### src/rtl/mem_pkg.sv
// rtl/mem_pkg.sv - shared state encoding and widths for the MEM-stage SRAM controller
package mem_pkg;

    localparam int SRAM_DW = 16;
    localparam int WORD_W  = 32;

    typedef enum logic [1:0] {
        ST_IDLE = 2'd0,
        ST_LO   = 2'd1,
        ST_HI   = 2'd2,
        ST_DONE = 2'd3
    } mem_state_e;

endpackage

### src/rtl/mem_sram_ctrl.sv
// rtl/mem_sram_ctrl.sv - MEM-stage load/store controller, one 32-bit word as two 16-bit SRAM accesses
module mem_sram_ctrl
    import mem_pkg::*;
#(
    parameter int BASE_ADDR     = 1024,
    parameter int ACCESS_CYCLES = 2,
    parameter int SRAM_AW       = 18
) (
    input  logic               clk,
    input  logic               rst,
    input  logic               MEM_R_EN,
    input  logic               MEM_W_EN,
    input  logic [31:0]        ALU_Res,
    input  logic [31:0]        ST_value,
    output logic               ready,
    output logic [31:0]        Mem_read_value,
    output logic [SRAM_AW-1:0] sram_addr,
    output logic [15:0]        sram_dq_out,
    output logic               sram_dq_oe,
    input  logic [15:0]        sram_dq_in,
    output logic               sram_we_n
);

    localparam int                CW       = $clog2(ACCESS_CYCLES);
    localparam int                WAW      = SRAM_AW - 1;
    localparam logic [CW-1:0]     CNT_LAST = CW'(ACCESS_CYCLES - 1);

    mem_state_e          state, state_nxt;
    logic [CW-1:0]       cnt, cnt_nxt;
    logic [WAW-1:0]      word, word_nxt;
    logic                is_write, wr_nxt;
    logic [WORD_W-1:0]   st_data, st_nxt;
    logic [WORD_W-1:0]   addr_off;
    logic [SRAM_DW-1:0]  lo_half;
    logic                req, last, phase_nxt, hi_nxt;
    logic                unused_addr_bits;

    assign req      = MEM_R_EN | MEM_W_EN;
    assign last     = (cnt == CNT_LAST);
    assign addr_off = ALU_Res - 32'(BASE_ADDR);
    assign unused_addr_bits = ^{addr_off[WORD_W-1:SRAM_AW+1], addr_off[1:0]};

    always_comb begin
        state_nxt = state;
        cnt_nxt   = cnt;
        word_nxt  = word;
        wr_nxt    = is_write;
        st_nxt    = st_data;
        ready     = 1'b0;
        case (state)
            ST_IDLE: begin
                ready   = ~req;
                cnt_nxt = '0;
                if (req) begin
                    state_nxt = ST_LO;
                    wr_nxt    = MEM_W_EN;
                    word_nxt  = addr_off[SRAM_AW:2];
                    st_nxt    = ST_value;
                end
            end
            ST_LO: begin
                if (last) begin
                    state_nxt = ST_HI;
                    cnt_nxt   = '0;
                end else begin
                    cnt_nxt = cnt + CW'(1);
                end
            end
            ST_HI: begin
                if (last) begin
                    state_nxt = ST_DONE;
                    cnt_nxt   = '0;
                end else begin
                    cnt_nxt = cnt + CW'(1);
                end
            end
            ST_DONE: begin
                ready     = 1'b1;
                state_nxt = ST_IDLE;
            end
            default: state_nxt = ST_IDLE;
        endcase
        phase_nxt = (state_nxt == ST_LO) || (state_nxt == ST_HI);
        hi_nxt    = (state_nxt == ST_HI);
    end

    // SRAM pins are registered from the next-state view so they are glitch-free and hold per phase
    always_ff @(posedge clk or negedge rst) begin
        if (!rst) begin
            state          <= ST_IDLE;
            cnt            <= '0;
            word           <= '0;
            is_write       <= 1'b0;
            st_data        <= '0;
            lo_half        <= '0;
            Mem_read_value <= '0;
            sram_addr      <= '0;
            sram_dq_out    <= '0;
            sram_dq_oe     <= 1'b0;
            sram_we_n      <= 1'b1;
        end else begin
            state      <= state_nxt;
            cnt        <= cnt_nxt;
            word       <= word_nxt;
            is_write   <= wr_nxt;
            st_data    <= st_nxt;
            sram_dq_oe <= phase_nxt & wr_nxt;
            sram_we_n  <= ~(phase_nxt & wr_nxt & (cnt_nxt != CNT_LAST));
            if (phase_nxt) begin
                sram_addr <= {word_nxt, hi_nxt};
                if (wr_nxt) begin
                    sram_dq_out <= hi_nxt ? st_nxt[31:16] : st_nxt[15:0];
                end
            end
            // Low half is staged so the visible word only changes once the load completes
            if (state == ST_LO && last && !is_write) begin
                lo_half <= sram_dq_in;
            end
            if (state == ST_HI && last && !is_write) begin
                Mem_read_value <= {sram_dq_in, lo_half};
            end
        end
    end

endmodule

### config.mk
export PLATFORM = sky130hd
export DESIGN_NAME = mem_sram_ctrl
export DESIGN_NICKNAME = d
export VERILOG_FILES = /design/src/rtl/mem_pkg.sv /design/src/rtl/mem_sram_ctrl.sv
export SDC_FILE = /design/constraint.sdc
export NUM_CORES = 1
export LEC_CHECK = 0
export ABC_AREA = 1
export BUFFER_PORTS_ARGS = -buffer_cell sky130_fd_sc_hd__buf_2
export CAP_MARGIN = 20
export CORE_ASPECT_RATIO = 0.75
export CORE_UTILIZATION = 47
export DETAILED_ROUTE_END_ITERATION = 8
export PLACE_DENSITY = 0.77
export SLEW_MARGIN = 20
export SYNTH_ARGS = -nofsm -noshare
export SYNTH_HDL_FRONTEND = slang
export SYNTH_SLANG_ARGS = --single-unit
### constraint.sdc
create_clock -name clk -period 2.3 [get_ports clk]
set_input_delay 0.345 -clock clk [delete_from_list [all_inputs] [get_ports clk]]
set_output_delay 0.345 -clock clk [all_outputs]
set_load 0.02 [all_outputs]
Word-level counts from Yosys, hierarchy flattened
Index checks and enable logic that the tools add are counted.
- register bits after elaboration: 137
- input bits: 84
- word-level logic and storage cells: 47
- bitwise logic cells: 6
- add/sub/neg operators: 2
- equal/unequal tests: 5
- multiplexer cells: 14
- reduce and logical (&&, ||, !) cells: 9
- operator list (cell ; count):
    2-to-1 mux 32 bit ; 2
    2-to-1 mux 17 bit ; 2
    subtractor 19 x 11 -> 19 bit (second input constant) ; 1
    2-to-1 mux 16 bit ; 1
    one-hot mux 2 bit (4 select lines) ; 1
    equality test 2 bit (second input constant) ; 3
    2-to-1 mux 2 bit ; 3
    equality test 2 x 1 -> 1 bit (second input constant) ; 2
    logical AND 1 bit ; 4
    one-hot mux 1 bit (2 select lines) ; 2
    2-to-1 mux 1 bit ; 3
    NOT 1 bit ; 3
    AND 1 bit ; 2
    zero test 2 bit ; 1
    AND reduction 2 bit ; 1
    OR reduction 2 bit ; 1
    adder 1 bit (second input constant) ; 1
    zero test 1 bit ; 1
    logical OR 1 bit ; 1
    OR 1 bit ; 1

Depth between registers and ports, before layout
- word-level depth: 8
- depth in mapped cells: 13
- gate-level depth less buffers: 11

Least setup slack after synthesis
OpenSTA, ideal clock, no wires.
- path type: register -> register
- from: register state[0]
- to: register sram_addr[7]
- clock period less this slack: 2131 ps
- data required time: 2218 ps
- setup slack: 169 ps
- library setup time: 82 ps
- arrival: 2049 ps
- cell stages (with the launch flop): 14
- cells stage by stage: dfrtp_1 -> inv_1 -> ha_1 -> inv_1 -> a21oi_1 -> o21ai_0 -> and2_1 -> inv_1 -> ha_1 -> buf_4 -> clkinv_1 -> clkbuf_1 -> nor2_1 -> a31oi_1
- cells in the longest elaborated chain, start to end: 4
- elaborated cells between the ends (all ways): 12
- classes of those cells: 5 x eq/ne; 5 x mux; 2 x reduce/logical
- RTL lines (item ; line ; RTL):
    from (decl) ; mem_sram_ctrl.sv:28 ; mem_state_e state, state_nxt;
    from (signal assigned) ; mem_sram_ctrl.sv:102 ; state <= state_nxt;
    equality test 2 bit, or another cell as far along ; mem_sram_ctrl.sv:50 ; case (state)
    one-hot mux 2 bit (4 select lines) (*) ; mem_sram_ctrl.sv:50 ;
    net state_nxt[0] ; mem_sram_ctrl.sv:28 ;
    equality test 2 x 1 -> 1 bit / equality test 2 bit (equally long branches) ; mem_sram_ctrl.sv:83 ; phase_nxt = (state_nxt == ST_LO) || (state_nxt == ST_HI);
    logical OR 1 bit (*) ; mem_sram_ctrl.sv:83 ;
    to (signal assigned) ; mem_sram_ctrl.sv:110 ; sram_addr <= {word_nxt, hi_nxt};
    to (decl) ; mem_sram_ctrl.sv:17 ; output logic [SRAM_AW-1:0] sram_addr,
The timed path passes the listed nets; every way through them passes the cells marked *.
A chain may end at the register's enable or synchronous reset.

Worst setup path after layout
Same ends and word-level chain as after synthesis.

==> impl_results.md <==
- Status: finished clean
- Slew @ Worst Pin: 512 ps
- Fin cells: 933
- Cell breakdown of the critical path: buf_4 -> ha_1 -> a21oi_1 -> nand2_1 -> and2_1 -> inv_2 -> ha_4 -> buf_4 -> clkinv_1 -> buf_4 -> nor2_1 -> a31oi_1
- ANT cells: 0
- Final WS setup: 156 ps
- Worst r2r path cells: 12
- Clock-pin slew on the worst setup and hold paths: 60 ps
- Antenna viol nets, final: 0
- Max Root-Sink Buffers: 2
- Post-Synth Simple-Gate Area: 20.5%
- Peak supply drop: 0.000803 V
- Dpl cells: 893
- Pin count of the biggest net entering global routing: 56
- Power Density: 1840 mW/mm²
- CTS HTree Levels: 4
- Standard-cell rows: 34
- Hpwl dp: 8700 µm
- Synth Area in Compound Gates: 8.93%
- Yosys warns: 0
- Placed Area: 0.00661 mm²
- Top_reg_cell synth: dfrtp_1
- Drt wl/cell: 13.9 µm
- Cell Area, Synth: 0.00572 mm²
- Clk_lat worst skew: 410 ps
- Reg-to-reg endpoint: sram_addr[7]
- Adder-Cell Fraction of Synth Area: 1.53%
- DR DRC count: 0
- Sequential Area: 0.00343 mm²
- Worst Path Max Fanout: 13
- Static leakage: 3.82 nW
- Worst path slowest cell: dfrtp_1
- EDFF count, synth: 0
- Synth cell types: 33
- DR iter-0 viols: 221
- Post-synthesis mux area share: 3.15%
- Tightest Hold Check Type: input pin to flip-flop
- R2R Path Start: state[0]
- Cell count after synthesis: 611
- Total chip power: 13.4 mW
- Most used cell, CP: buf_4
- Final period util: 93.2%
- Register area share after synthesis: 60.0%
- Hold EP: st_data[9]
- Final core occ: 61.8%
- Die X: 129 µm
- Yosys reg bits: 137
- TritonCTS buffer count: 17
- Layout Skew: 7.49 ps
- CP Class: flip-flop to flip-flop
- Post-synth ARST share: 100%
- Buf+Inv Stages, Crit Path: 5
- Fmax achieved: 0.466 GHz
- Initial core utilization: 48.7%
- Overflow after GRT: 0
- CTS root buf: clkbuf_16
- Multi-input gate area: 0.00197 mm²
- Pre-antenna DRT Iters: 4
- DR vias: 4627
- Vias in the first global route: 4510
- Clock Sink Count: 137
- Hold Violations, Final: 0
- Core footprint: 0.0117 mm²
- Critical path's top delay family: buffers and inverters
- CP startpoint: state[0]
- # IOs: 153
- Global-route wire length before repair: 21400 µm
- Cell area after layout: 0.00725 mm²
- Flop-to-flop setup slack: 160 ps
- Initial antenna violation count: 0
- Relative slew slack: 65.9%
- Post-synthesis xor/xnor area fraction: 0%
- Via-to-Cell Ratio: 4.96
- Endpoints failing setup: 0
- GRT Util Overall: 21.8%
- Area Overhead vs Synth: 26.9%
- Fill count: 995
- Die Y: 97.5 µm
- Net Count, Synth: 702
- Final Max Slew Viols: 0
- Layout cell share with drive strength beyond 1: 29.3%
- Startpoint types: flip-flop
- Drt total wl: 13000 µm
- Critical path endpoint category: flip-flop
- Nets@finish: 849
- Min Tclk post-route: 2140 ps
- Max cap viols: 0
- CTS tree: built
- Syn Area/Cell: 9.36 µm²
- Crit-path max cell delay: 400 ps
- GP Congestion: 0.795
- CP Data Arrival Time: 2460 ps
- Critical Path RT: 2620 ps
- Main combinational cell family by area after synthesis: simple AND/OR/NAND/NOR gates
- Hold Path Stages: 3
- PortBufs: 137
- Worst Min Path Start: ST_value[9]
- Worst slack at placement: -12.5 ps
- Die area: 0.0126 mm²
==> tightest hold or removal path: cells and delay by family <==
family | cells | cell delay (ps)
and+or+nand+nor | 2 | 110
buffers and inverters | 1 | 70
==> how the worst max path moves through the flow <==
| stage | to | slack, ps | cells past startpoint |
|---|---|---|---|
| 6_report | sram_addr[7] | 160 | 12 |
| 5_1_grt | sram_addr[13] | -10 | 12 |
| 4_1_cts | sram_addr[13] | 10 | 13 |
| 3_5_place_dp | sram_dq_out[4] | -10 | 12 |
| 3_3_place_gp | sram_dq_out[15] | 140 | 12 |
| 2_1_floorplan | sram_addr[7] | 170 | 13 |
==> sequential cells by signal, summed over array words and instances (netlist names) <==
| register | cells |
|---|---|
| sram_dq_out | 16 |
| sram_we_n | 1 |
| sram_dq_oe | 1 |
| cnt | 1 |
| lo_half | 16 |
| word | 17 |
| st_data | 32 |
| Mem_read_value | 32 |
| is_write | 1 |
| sram_addr | 18 |
| state | 2 |
==> through the flow <==
| step | hold slack [ps] | TNS, ps |
|---|---|---|
| floorplan | 49.4 | 0 |
| global placement | 333 | 0 |
| detailed placement | 341 | -19.5 |
| CTS | 150 | 0 |
| global route | 154 | -16.0 |
| finish | 164 | 0 |
==> routing by layer <==
metal	part of all wire (%)	track usage [%]
met1	45	28.8
met2	48	34.7
met3	5.9	5.34
met4	1.6	7.96
met5	0	0
==> repair_timing <==
item | CTS | global route
endpoints found under the setup margin | 6 | 34
setup buffers | 4 | 3
resized for setup | 0 | 6
hold buffers | 1 | 0
hold endpoints to repair | 52 | 0
pin swaps | 1 | 1
==> cells in the mapped netlist (2+ instances only) <==
master / n / area share (%)
nand2_1: 207 / 14
dfrtp_1: 136 / 60
o21ai_0: 55 / 4.8
inv_1: 39 / 2.6
nand3_1: 32 / 2.8
nor2_1: 32 / 2.1
o21ai_1: 18 / 1.6
mux2_2: 16 / 3.2
clkbuf_1: 13 / 0.85
buf_2: 9 / 0.79
a31oi_1: 8 / 0.88
ha_1: 7 / 1.5
a21oi_1: 4 / 0.35
buf_6: 4 / 0.79
nand2_2: 4 / 0.44
o211ai_1: 3 / 0.39
or2_1: 3 / 0.33
and2_1: 2 / 0.22
buf_4: 2 / 0.26
inv_2: 2 / 0.13
o21a_1: 2 / 0.26
or2_2: 2 / 0.22
==> layout by cell type (no fill, tap or decap), drive strengths merged, types with 2 or more instances in the layout <==
master,count
clkinvlp,4
ha,7
mux2,16
dfrtp,136
nand3,32
nand2,212
nor2,34
a31oi,9
clkbuf,18
o211ai,3
buf,156
or2,5
inv,44
o21ai,74
clkinv,8
a21oi,4
o21a,2
and2,2
==> area by class of cell <==
| type | count | area share [%] |
|---|---|---|
| tap | 162 | 2.79 |
| inverter | 43 | 2.26 |
| clock inverter | 14 | 1.71 |
| clock buffer | 18 | 5.92 |
| sequential | 137 | 47.3 |
| multi-input combinational | 402 | 27.2 |
| timing repair buffer | 157 | 12.8 |
==> where the power goes <==
part | total, mW | leakage (nW) | internal, mW | switching, mW
sequential | 4.21 | 1.66 | 3.69 | 0.519
combinational | 6.61 | 1.90 | 2.47 | 4.14
clock | 2.54 | 0.262 | 1.49 | 1.05
==> cells by family after synthesis <==
family	count (synthesis)
adders and majority gates	7
DFF	137
AOI/OAI and AO/OA	93
and+or+nand+nor	286
muxes	16
buffers and inverters	72
Power figures use the tool's default switching activity.
